## config.mk

```make
export PLATFORM = sky130hd
export DESIGN_NAME = fetch_queue
export DESIGN_NICKNAME = d
export VERILOG_FILES = /design/src/rtl/fetch_pkg.sv /design/src/rtl/fetch_buf.sv /design/src/rtl/fetch_queue.sv
export SDC_FILE = /design/constraint.sdc
export NUM_CORES = 1
export LEC_CHECK = 0
export CORE_MARGIN = 2
export CORE_UTILIZATION = 55
export DETAILED_ROUTE_END_ITERATION = 12
export GPL_ROUTABILITY_DRIVEN = 0
export GPL_TIMING_DRIVEN = 0
export PLACE_DENSITY = 0.78
export SLEW_MARGIN = 20
export SYNTH_ARGS = -nofsm -noshare
export SYNTH_HDL_FRONTEND = slang
export SYNTH_SLANG_ARGS = --single-unit
```

## constraint.sdc

```tcl
create_clock -name clk -period 3.3 [get_ports clk]
set_input_delay 0.66 -clock clk [delete_from_list [all_inputs] [get_ports clk]]
set_output_delay 0.66 -clock clk [all_outputs]
set_load 0.02 [all_outputs]
```

## src/rtl/fetch_pkg.sv

```systemverilog
// Shared widths, entry layout and pointer sizing for the instruction fetch queue.
package fetch_pkg;

  localparam int FETCH_ADDR_W = 8;
  localparam int FETCH_DATA_W = 32;

  typedef struct packed {
    logic [FETCH_ADDR_W-1:0] addr;
    logic [FETCH_DATA_W-1:0] data;
    logic                    filled;
  } fetch_entry_t;

  function automatic int clog2(input int n);
    int r;
    r = 0;
    while ((1 << r) < n) r++;
    return r;
  endfunction

endpackage

```

## src/rtl/fetch_buf.sv

```systemverilog
// Entry storage for the fetch queue: allocate, in-order fill and head pointers
// plus the allocated and not-yet-filled entry counts.
module fetch_buf import fetch_pkg::*; #(
  parameter int ADDR_W = FETCH_ADDR_W,
  parameter int DATA_W = FETCH_DATA_W,
  parameter int DEPTH  = 4,
  localparam int PTR_W = clog2(DEPTH),
  localparam int CNT_W = PTR_W + 1
) (
  input  logic              clk,
  input  logic              rst_n,
  input  logic              flush_i,
  input  logic              alloc_i,
  input  logic [ADDR_W-1:0] alloc_addr_i,
  input  logic              fill_i,
  input  logic [DATA_W-1:0] fill_data_i,
  input  logic              deq_i,
  output logic              head_filled_o,
  output logic [ADDR_W-1:0] head_addr_o,
  output logic [DATA_W-1:0] head_data_o,
  output logic [CNT_W-1:0]  used_o,
  output logic [CNT_W-1:0]  unfilled_o
);

  logic [ADDR_W-1:0] addr_q [DEPTH];
  logic [DATA_W-1:0] data_q [DEPTH];
  logic [DEPTH-1:0]  filled_q;
  logic [PTR_W-1:0]  alloc_q, alloc_d;
  logic [PTR_W-1:0]  fill_q, fill_d;
  logic [PTR_W-1:0]  head_q, head_d;
  logic [CNT_W-1:0]  used_q, used_d;
  logic [CNT_W-1:0]  unfilled_q, unfilled_d;

  // A flush snaps fill and head onto alloc, leaving the queue empty in place.
  always_comb begin
    alloc_d    = alloc_q;
    fill_d     = fill_q;
    head_d     = head_q;
    used_d     = used_q;
    unfilled_d = unfilled_q;
    if (flush_i) begin
      fill_d     = alloc_q;
      head_d     = alloc_q;
      used_d     = '0;
      unfilled_d = '0;
    end else begin
      if (alloc_i) alloc_d = alloc_q + PTR_W'(1);
      if (fill_i)  fill_d  = fill_q + PTR_W'(1);
      if (deq_i)   head_d  = head_q + PTR_W'(1);
      used_d     = used_q + CNT_W'(alloc_i) - CNT_W'(deq_i);
      unfilled_d = unfilled_q + CNT_W'(alloc_i) - CNT_W'(fill_i);
    end
  end

  always_ff @(posedge clk) begin
    if (!rst_n) begin
      alloc_q    <= '0;
      fill_q     <= '0;
      head_q     <= '0;
      used_q     <= '0;
      unfilled_q <= '0;
      filled_q   <= '0;
    end else begin
      alloc_q    <= alloc_d;
      fill_q     <= fill_d;
      head_q     <= head_d;
      used_q     <= used_d;
      unfilled_q <= unfilled_d;
      if (flush_i) begin
        filled_q <= '0;
      end else begin
        if (alloc_i) filled_q[alloc_q] <= 1'b0;
        if (fill_i)  filled_q[fill_q]  <= 1'b1;
        if (deq_i)   filled_q[head_q]  <= 1'b0;
      end
    end
  end

  // Payload needs no reset: filled_q qualifies every read of it.
  always_ff @(posedge clk) begin
    if (alloc_i && !flush_i) addr_q[alloc_q] <= alloc_addr_i;
    if (fill_i && !flush_i)  data_q[fill_q]  <= fill_data_i;
  end

  assign head_filled_o = filled_q[head_q];
  assign head_addr_o   = addr_q[head_q];
  assign head_data_o   = data_q[head_q];
  assign used_o        = used_q;
  assign unfilled_o    = unfilled_q;

endmodule

```

## src/rtl/fetch_queue.sv

```systemverilog
// Instruction fetch queue: issues in-order memory reads for accepted PCs and
// buffers returned words for decode, discarding responses from flushed paths.
module fetch_queue import fetch_pkg::*; #(
  parameter int ADDR_W = FETCH_ADDR_W,
  parameter int DATA_W = FETCH_DATA_W,
  parameter int DEPTH  = 4
) (
  input  logic              clk,
  input  logic              rst_n,
  input  logic              pc_valid_i,
  input  logic [ADDR_W-1:0] pc_addr_i,
  output logic              pc_ready_o,
  input  logic              redirect_i,
  output logic              mem_req_valid_o,
  output logic [ADDR_W-1:0] mem_req_addr_o,
  input  logic              mem_req_ready_i,
  input  logic              mem_rsp_valid_i,
  input  logic [DATA_W-1:0] mem_rsp_data_i,
  output logic              instr_valid_o,
  output logic [DATA_W-1:0] instr_data_o,
  output logic [ADDR_W-1:0] instr_pc_o,
  input  logic              instr_ready_i,
  output logic              busy_o
);

  localparam int PTR_W = clog2(DEPTH);
  localparam int CNT_W = PTR_W + 1;
  localparam int SUM_W = CNT_W + 1;

  logic [CNT_W-1:0] drop_q, drop_d;
  logic [CNT_W-1:0] used, unfilled;
  logic             head_filled;
  logic             can_acc, accept, fill, deq;

  // Outstanding requests, live or stale, are capped at DEPTH so drop never overflows.
  always_comb begin
    can_acc         = !redirect_i && (used < CNT_W'(DEPTH))
                      && ((SUM_W'(drop_q) + SUM_W'(unfilled)) < SUM_W'(DEPTH));
    pc_ready_o      = mem_req_ready_i && can_acc;
    mem_req_valid_o = pc_valid_i && can_acc;
    mem_req_addr_o  = pc_addr_i;
    accept          = pc_valid_i && pc_ready_o;
    fill            = mem_rsp_valid_i && (drop_q == '0) && (unfilled != '0) && !redirect_i;
    instr_valid_o   = head_filled && (used != '0) && !redirect_i;
    deq             = instr_valid_o && instr_ready_i;
    busy_o          = (used != '0) || (drop_q != '0);
  end

  // On redirect every unfilled entry becomes a stale response, less one returning now.
  always_comb begin
    drop_d = drop_q;
    if (redirect_i) begin
      if (mem_rsp_valid_i && ((drop_q != '0) || (unfilled != '0)))
        drop_d = drop_q + unfilled - CNT_W'(1);
      else
        drop_d = drop_q + unfilled;
    end else if (mem_rsp_valid_i && (drop_q != '0)) begin
      drop_d = drop_q - CNT_W'(1);
    end
  end

  always_ff @(posedge clk) begin
    if (!rst_n) drop_q <= '0;
    else        drop_q <= drop_d;
  end

  fetch_buf #(
    .ADDR_W(ADDR_W),
    .DATA_W(DATA_W),
    .DEPTH (DEPTH)
  ) u_buf (
    .clk          (clk),
    .rst_n        (rst_n),
    .flush_i      (redirect_i),
    .alloc_i      (accept),
    .alloc_addr_i (pc_addr_i),
    .fill_i       (fill),
    .fill_data_i  (mem_rsp_data_i),
    .deq_i        (deq),
    .head_filled_o(head_filled),
    .head_addr_o  (instr_pc_o),
    .head_data_o  (instr_data_o),
    .used_o       (used),
    .unfilled_o   (unfilled)
  );

endmodule

```

# [After elaboration in Yosys (flattened, before gate mapping)]
# Memory sizes are Yosys's and may differ from the RTL's. A register that Yosys moved wholly into a read port is not among the register bits.
# Cells that the tools add are included.
[op_classes] shifts=0 order_cmp=8 div=0 reduce_logical=30 n_eq_ne=0 n_mul=0 add_sub_neg=11 bitwise_logic=7 muxes=30
[op_table] op="4-bit 2-to-1 mux" count=7
[op_table] op="1-bit logical AND" count=18
[op_table] op="2-bit 2-to-1 mux" count=8
[op_table] op="2-bit by 3-bit less-than comparator with 1-bit output (second input constant)" count=3
[op_table] op="3-bit 2-to-1 mux" count=3
[op_table] op="3-bit nonzero test" count=3
[op_table] op="4-bit AND" count=2
[op_table] op="1-bit 2-to-1 mux" count=8
[op_table] op="4-bit inverter" count=2
[op_table] op="2-bit by 1-bit adder with 2-bit output (second input constant)" count=3
[op_table] op="3-bit by 1-bit adder with 3-bit output" count=2
[op_table] op="1-bit demux with 2-bit select" count=3
[op_table] op="2-bit by 1-bit >= comparator with 1-bit output (second input constant)" count=3
[op_table] op="2-bit nonzero test" count=3
[op_table] op="3-bit by 1-bit subtractor with 3-bit output" count=2
[op_table] op="3-bit by 1-bit subtractor with 3-bit output (second input constant)" count=2
[op_table] op="3-bit by 3-bit adder with 4-bit output" count=1
[op_table] op="4-bit by 3-bit less-than comparator with 1-bit output (second input constant)" count=1
[op_table] op="4-bit OR" count=1
[op_table] op="3-bit adder" count=1
[op_table] op="3-bit zero test" count=1
[op_table] op="3-bit less-than comparator (second input constant)" count=1
[op_table] op="1-bit binary-select mux with 2-bit select" count=1
[op_table] op="1-bit logical OR" count=2
[op_table] op="4 further kinds" count=5
[totals] latchBits=0 word_cells=95 register_bits=19 mem_bits_rw=160 rom_bits=0 n_memories=2 out_inout_bits=52
[memory_table] memory="u_buf.data_q" depth=4 word_bits=32 read_ports=1 rd_ports_with_merged_regs=1 write_ports=1 line="fetch_buf.sv:26" rtl="logic [DATA_W-1:0] data_q [DEPTH];"
[memory_table] memory="u_buf.addr_q" depth=4 word_bits=8 read_ports=1 rd_ports_with_merged_regs=1 write_ports=1 line="fetch_buf.sv:25" rtl="logic [ADDR_W-1:0] addr_q [DEPTH];"

# [Longest topological paths before layout]
[logic_depth] word_depth=15 mapped_depth=12 depth_no_buf=11

# [Hierarchy]
# From an unflattened synthesis, not the netlist that was laid out.
[hier_totals] cells_unflattened=373 area_unflattened_um2=7308.3
[modules_own_cells] mod="fetch_buf" seq_area_each_um2=5165.0 n_inst=1 area_each_um2=6812.8 cells_each=310
[modules_own_cells] mod="fetch_queue" seq_area_each_um2=60.1 n_inst=1 area_each_um2=495.5 cells_each=63

# [Worst setup path before layout]
# No wires, ideal clock.
[synth_path] path_kind="register -> register" from="reg drop_q[0]" to="reg u_buf.used_q[2], in the netlist u_buf.used_o[2]" path_stages_with_launch=11 setup_slack_ns=0.819 path_buffers=0 required_time_ns=3.180 arrival_time_ns=2.361 setup_ns=0.120 cell_sequence="dfxtp_1 > ha_1 > fa_1 > nor4bb_1 > a22oi_2 > nor2_1 > ha_1 > fa_1 > xnor2_1 > xnor2_1 > nor2_1"
[synth_between] elab_chain_cells=7
[synth_rtl] element="from (decl)" line="fetch_queue.sv:30" rtl="logic [CNT_W-1:0] drop_q, drop_d;"
[synth_rtl] element="from (signal assigned)" line="fetch_queue.sv:64" rtl="else drop_q <= drop_d;"
[synth_rtl] element="3-bit by 3-bit adder with 4-bit output" line="fetch_queue.sv:38" rtl="&& ((SUM_W'(drop_q) + SUM_W'(unfilled)) < SUM_W'(DEPTH));"
[synth_rtl] element="4-bit by 3-bit less-than comparator with 1-bit output" line="fetch_queue.sv:38"
[synth_rtl] element="1-bit logical AND" line="fetch_queue.sv:38"
[synth_rtl] element="1-bit logical AND" line="fetch_queue.sv:39" rtl="pc_ready_o = mem_req_ready_i && can_acc;"
[synth_rtl] element="1-bit logical AND" line="fetch_queue.sv:42" rtl="accept = pc_valid_i && pc_ready_o;"
[synth_rtl] element="3-bit by 1-bit adder with 3-bit output" line="fetch_buf.sv:50" rtl="used_d = used_q + CNT_W'(alloc_i) - CNT_W'(deq_i);"
[synth_rtl] element="3-bit by 1-bit subtractor with 3-bit output" line="fetch_buf.sv:50"
[synth_rtl] element="to (signal assigned)" line="fetch_buf.sv:67" rtl="used_q <= used_d;"
[synth_rtl] element="to (decl)" line="fetch_buf.sv:31" rtl="logic [CNT_W-1:0] used_q, used_d;"
# No other way between the ends.
# A chain may end at the register's enable or synchronous reset.

# [Worst setup path after layout]
[layout_path] from="in redirect_i" to="out instr_valid_o"
[layout_between] elab_chain_cells=2
[layout_rtl] element="from (decl)" line="fetch_queue.sv:13" rtl="input logic redirect_i,"
[layout_rtl] element="1-bit zero test" line="fetch_queue.sv:44" rtl="instr_valid_o = head_filled && (used != '0) && !redirect_i;"
[layout_rtl] element="1-bit logical AND" line="fetch_queue.sv:44"
[layout_rtl] element="to (decl)" line="fetch_queue.sv:19" rtl="output logic instr_valid_o,"
# No other way between the ends.

==> out/metrics.yaml <==
setup_path:
  cp-end-kind: "output pin"
  cpMostUsedCell: "clkdlybuf4s50_1"
  path_depth: 6
  cp_num_buf_inv: 4
  r2r_cells: 10
  path_cells: "clkdlybuf4s50_1, inv_2, clkbuf_2, nand2_1, nor2_1, clkdlybuf4s50_1"
  startpoint: "redirect_i"
  critPathTopFamily: "buffers and inverters"
  cp-start-kind: "input pin"
  crit_arrival_ps: 2480
  critPathSlowestCell: "clkdlybuf4s50_1"
  max_stage_delay_ps: 610
  critPathMaxFanout: 10
  cp.required_ps: 2640
  r2r_start: "u_buf.unfilled_o[0]"
  critical_path_class: "in -> out"
global_route:
  track_usage: 0.200
  grt_pass1_wl_mm: 20.9
  grt_start_max_net_pins: 34
  grt_pass1_vias: 3988
  grt-ovfl-total: 0
  antenna_found_initial: 0
synthesis:
  synth_warnings: 0
  avgSynthCellArea_um2: 19.1
  yosys.cell_types.count: 45
  synth_nets: 454
  netlist_area_um2: 7300
  synth_seq_cells: 181
  synth_cells: 382
  ys_seq_area_frac: 0.716
layout:
  fin_cells: 691
  n_antenna_cell: 0
  fin_nets: 574
  fin_util: 0.702
  final_common_cell: "edfxtp_1"
  postLayoutCellArea_um2: 9180
  final_layout_size_suffix_gt1_frac: 0.196
  area_growth_pct: 25.8
  final_cell_mix: "edfxtp_1 (160), clkdlybuf4s50_1 (95), mux4_2 (41)"
detailed_routing:
  num_vias: 3824
  dr.pass1.iters: 4
  wl_mm: 13.2
  wl_per_cell_um: 19.1
  first_iter_violations: 279
  ant_nets: 0
  drc: 0
  via_per_inst: 5.53
pwr:
  power.total_mw: 4.96
  peakVddDrop_mv: 0.277
  p_leak_nw: 3.09
  power_density_nw_per_um2: 540
sta:
  slew_violations: 0
  fmax_mhz: 319
  tightest_slew_ps: 827
  fin_ws_ps: 164
  final.setup.tns_ps: 0
  post-route-min-period_ps: 3140
  setup_viol: 0
  grt_setup_unrepaired: "no"
  whs_ps: 503
  fin_crit_sh: 0.950
  fin_skew_ps: 5.10
  hold_violations: 0
  slew_headroom: 0.446
job:
  drv_cap: 0
clocking:
  cts_tree: "done"
  htree_levels: 4
  worstSkewPairLatency_ps: 420
  cts_made_buffers: 17
  cts.sinks: 181
  path_clk_slew_ps: 60
  cts_buffer_depth: 2
  cts_root_buf: "clkbuf_16"
worst_hold_path:
  worstHoldStart: "u_buf.filled_q[1]"
  worst_hold_path_type: "reg -> reg"
  whs_path_depth: 2
placed_design:
  dp_slack_ps: -98.2
  dp_hpwl_mm: 8.71
  port-buffer-count: 97
  placed_cells: 658
  placedInstanceArea_um2: 8570
floorplan:
  die_area_um2: 14200
  num_io_pins: 99
  start_util: 0.558
  core_area_um2: 13100
  rows: 42
  die_y_um: 119
  die_x_um: 119
outcome:
  status: "complete, no violations"
-- per-layer routing --
metal | track usage | vias to the layer above | wire length, um
met5 | 0 | - | 0
li1 | - | 1750 | -
met3 | 0.0493 | 17 | 759
met2 | 0.342 | 122 | 6920
met4 | 0.0789 | 0 | 196
met1 | 0.247 | 1935 | 5360
-- cell type report --
| class | count | area [um2] |
|---|---|---|
| fill | 817 | 3900 |
| multi-input combinational | 154 | 1880 |
| clock inverter | 9 | 155 |
| timing repair buffer | 101 | 1040 |
| sequential | 181 | 5230 |
| tap | 176 | 220 |
| buffer | 20 | 119 |
| inverter | 27 | 101 |
| clock buffer | 23 | 448 |
-- cell usage after synthesis (all sizes together) --
cell type,n,area (um2)
edfxtp,160,4800
mux4,41,923
inv,27,101
ha,22,275
dfxtp,21,420
buf,13,91.3
nand2,10,37.5
nor2,8,30.0
xnor2,8,70.1
a21oi,7,35.0
clkbuf,7,26.3
and3,6,37.5
o31ai,5,51.3
and2,4,27.5
nand3,4,20.0
nor3,4,20.0
o21ai,4,20.0
a221oi,3,26.3
fa,3,60.1
mux2i,3,30.0
a211oi,2,15.0
a31oi,2,12.5
nor2b,2,20.0
o211ai,2,15.0
a21o,1,7.51
a22o,1,8.76
a22oi,1,12.5
a311o,1,10.0
a31o,1,8.76
and4,1,11.3
mux2,1,11.3
nand2b,1,6.26
nor4,1,6.26
nor4bb,1,10.0
o211a,1,10.0
o21a,1,7.51
or3,1,11.3
xor2,1,8.76
-- sequential cells by signal, summed over array words and instances (netlist names), named ones only --
register	count
drop_q	3
u_buf.addr_q	32
u_buf.alloc_q	2
u_buf.data_q	128
u_buf.fill_q	2
u_buf.filled_q	4
u_buf.head_q	2
u_buf.unfilled_o	3
u_buf.used_o	3
-- worst paths after layout --
check / endpoint / slack (ps)
max: instr_valid_o / 160
min: u_buf.filled_q[1] / 500
max reg2reg: u_buf.used_o[2] / 370
min reg2reg: u_buf.filled_q[1] / 500
-- where the power goes --
part	leakage, nW	internal [mW]	total, mW	switching, mW
clock	0.289	1.27	2.05	0.785
sequential	1.61	2.51	2.52	0.0148
combinational	1.19	0.195	0.381	0.186
-- worst register-to-register path: cells and delay by family (launching register included) --
kind | cells | cell delay (ps)
simple gates | 3 | 390
fa+ha+maj | 4 | 1310
compound gates | 1 | 470
flops | 1 | 330
xor+xnor | 2 | 320
-- cell families (layout without fill, tap and decap cells) --
kind of cell / after synthesis / in the layout / synth area share
XOR/XNOR: 9 / 9 / 0.0108
multiplexers: 45 / 45 / 0.132
AO/OA/AOI/OAI: 32 / 32 / 0.0329
flip-flops: 181 / 181 / 0.716
AND/OR/NAND/NOR: 43 / 43 / 0.0326
adder cells (fa/ha/maj): 25 / 25 / 0.0459
buffers and inverters: 47 / 180 / 0.0300
-- timing repair --
action	in CTS	in global routing
endpoints found under the setup margin	3	0
hold buffers	0	0
setup buffers	1	0
resized for setup	4	0
Note: power is estimated with default switching activity, not from simulation.
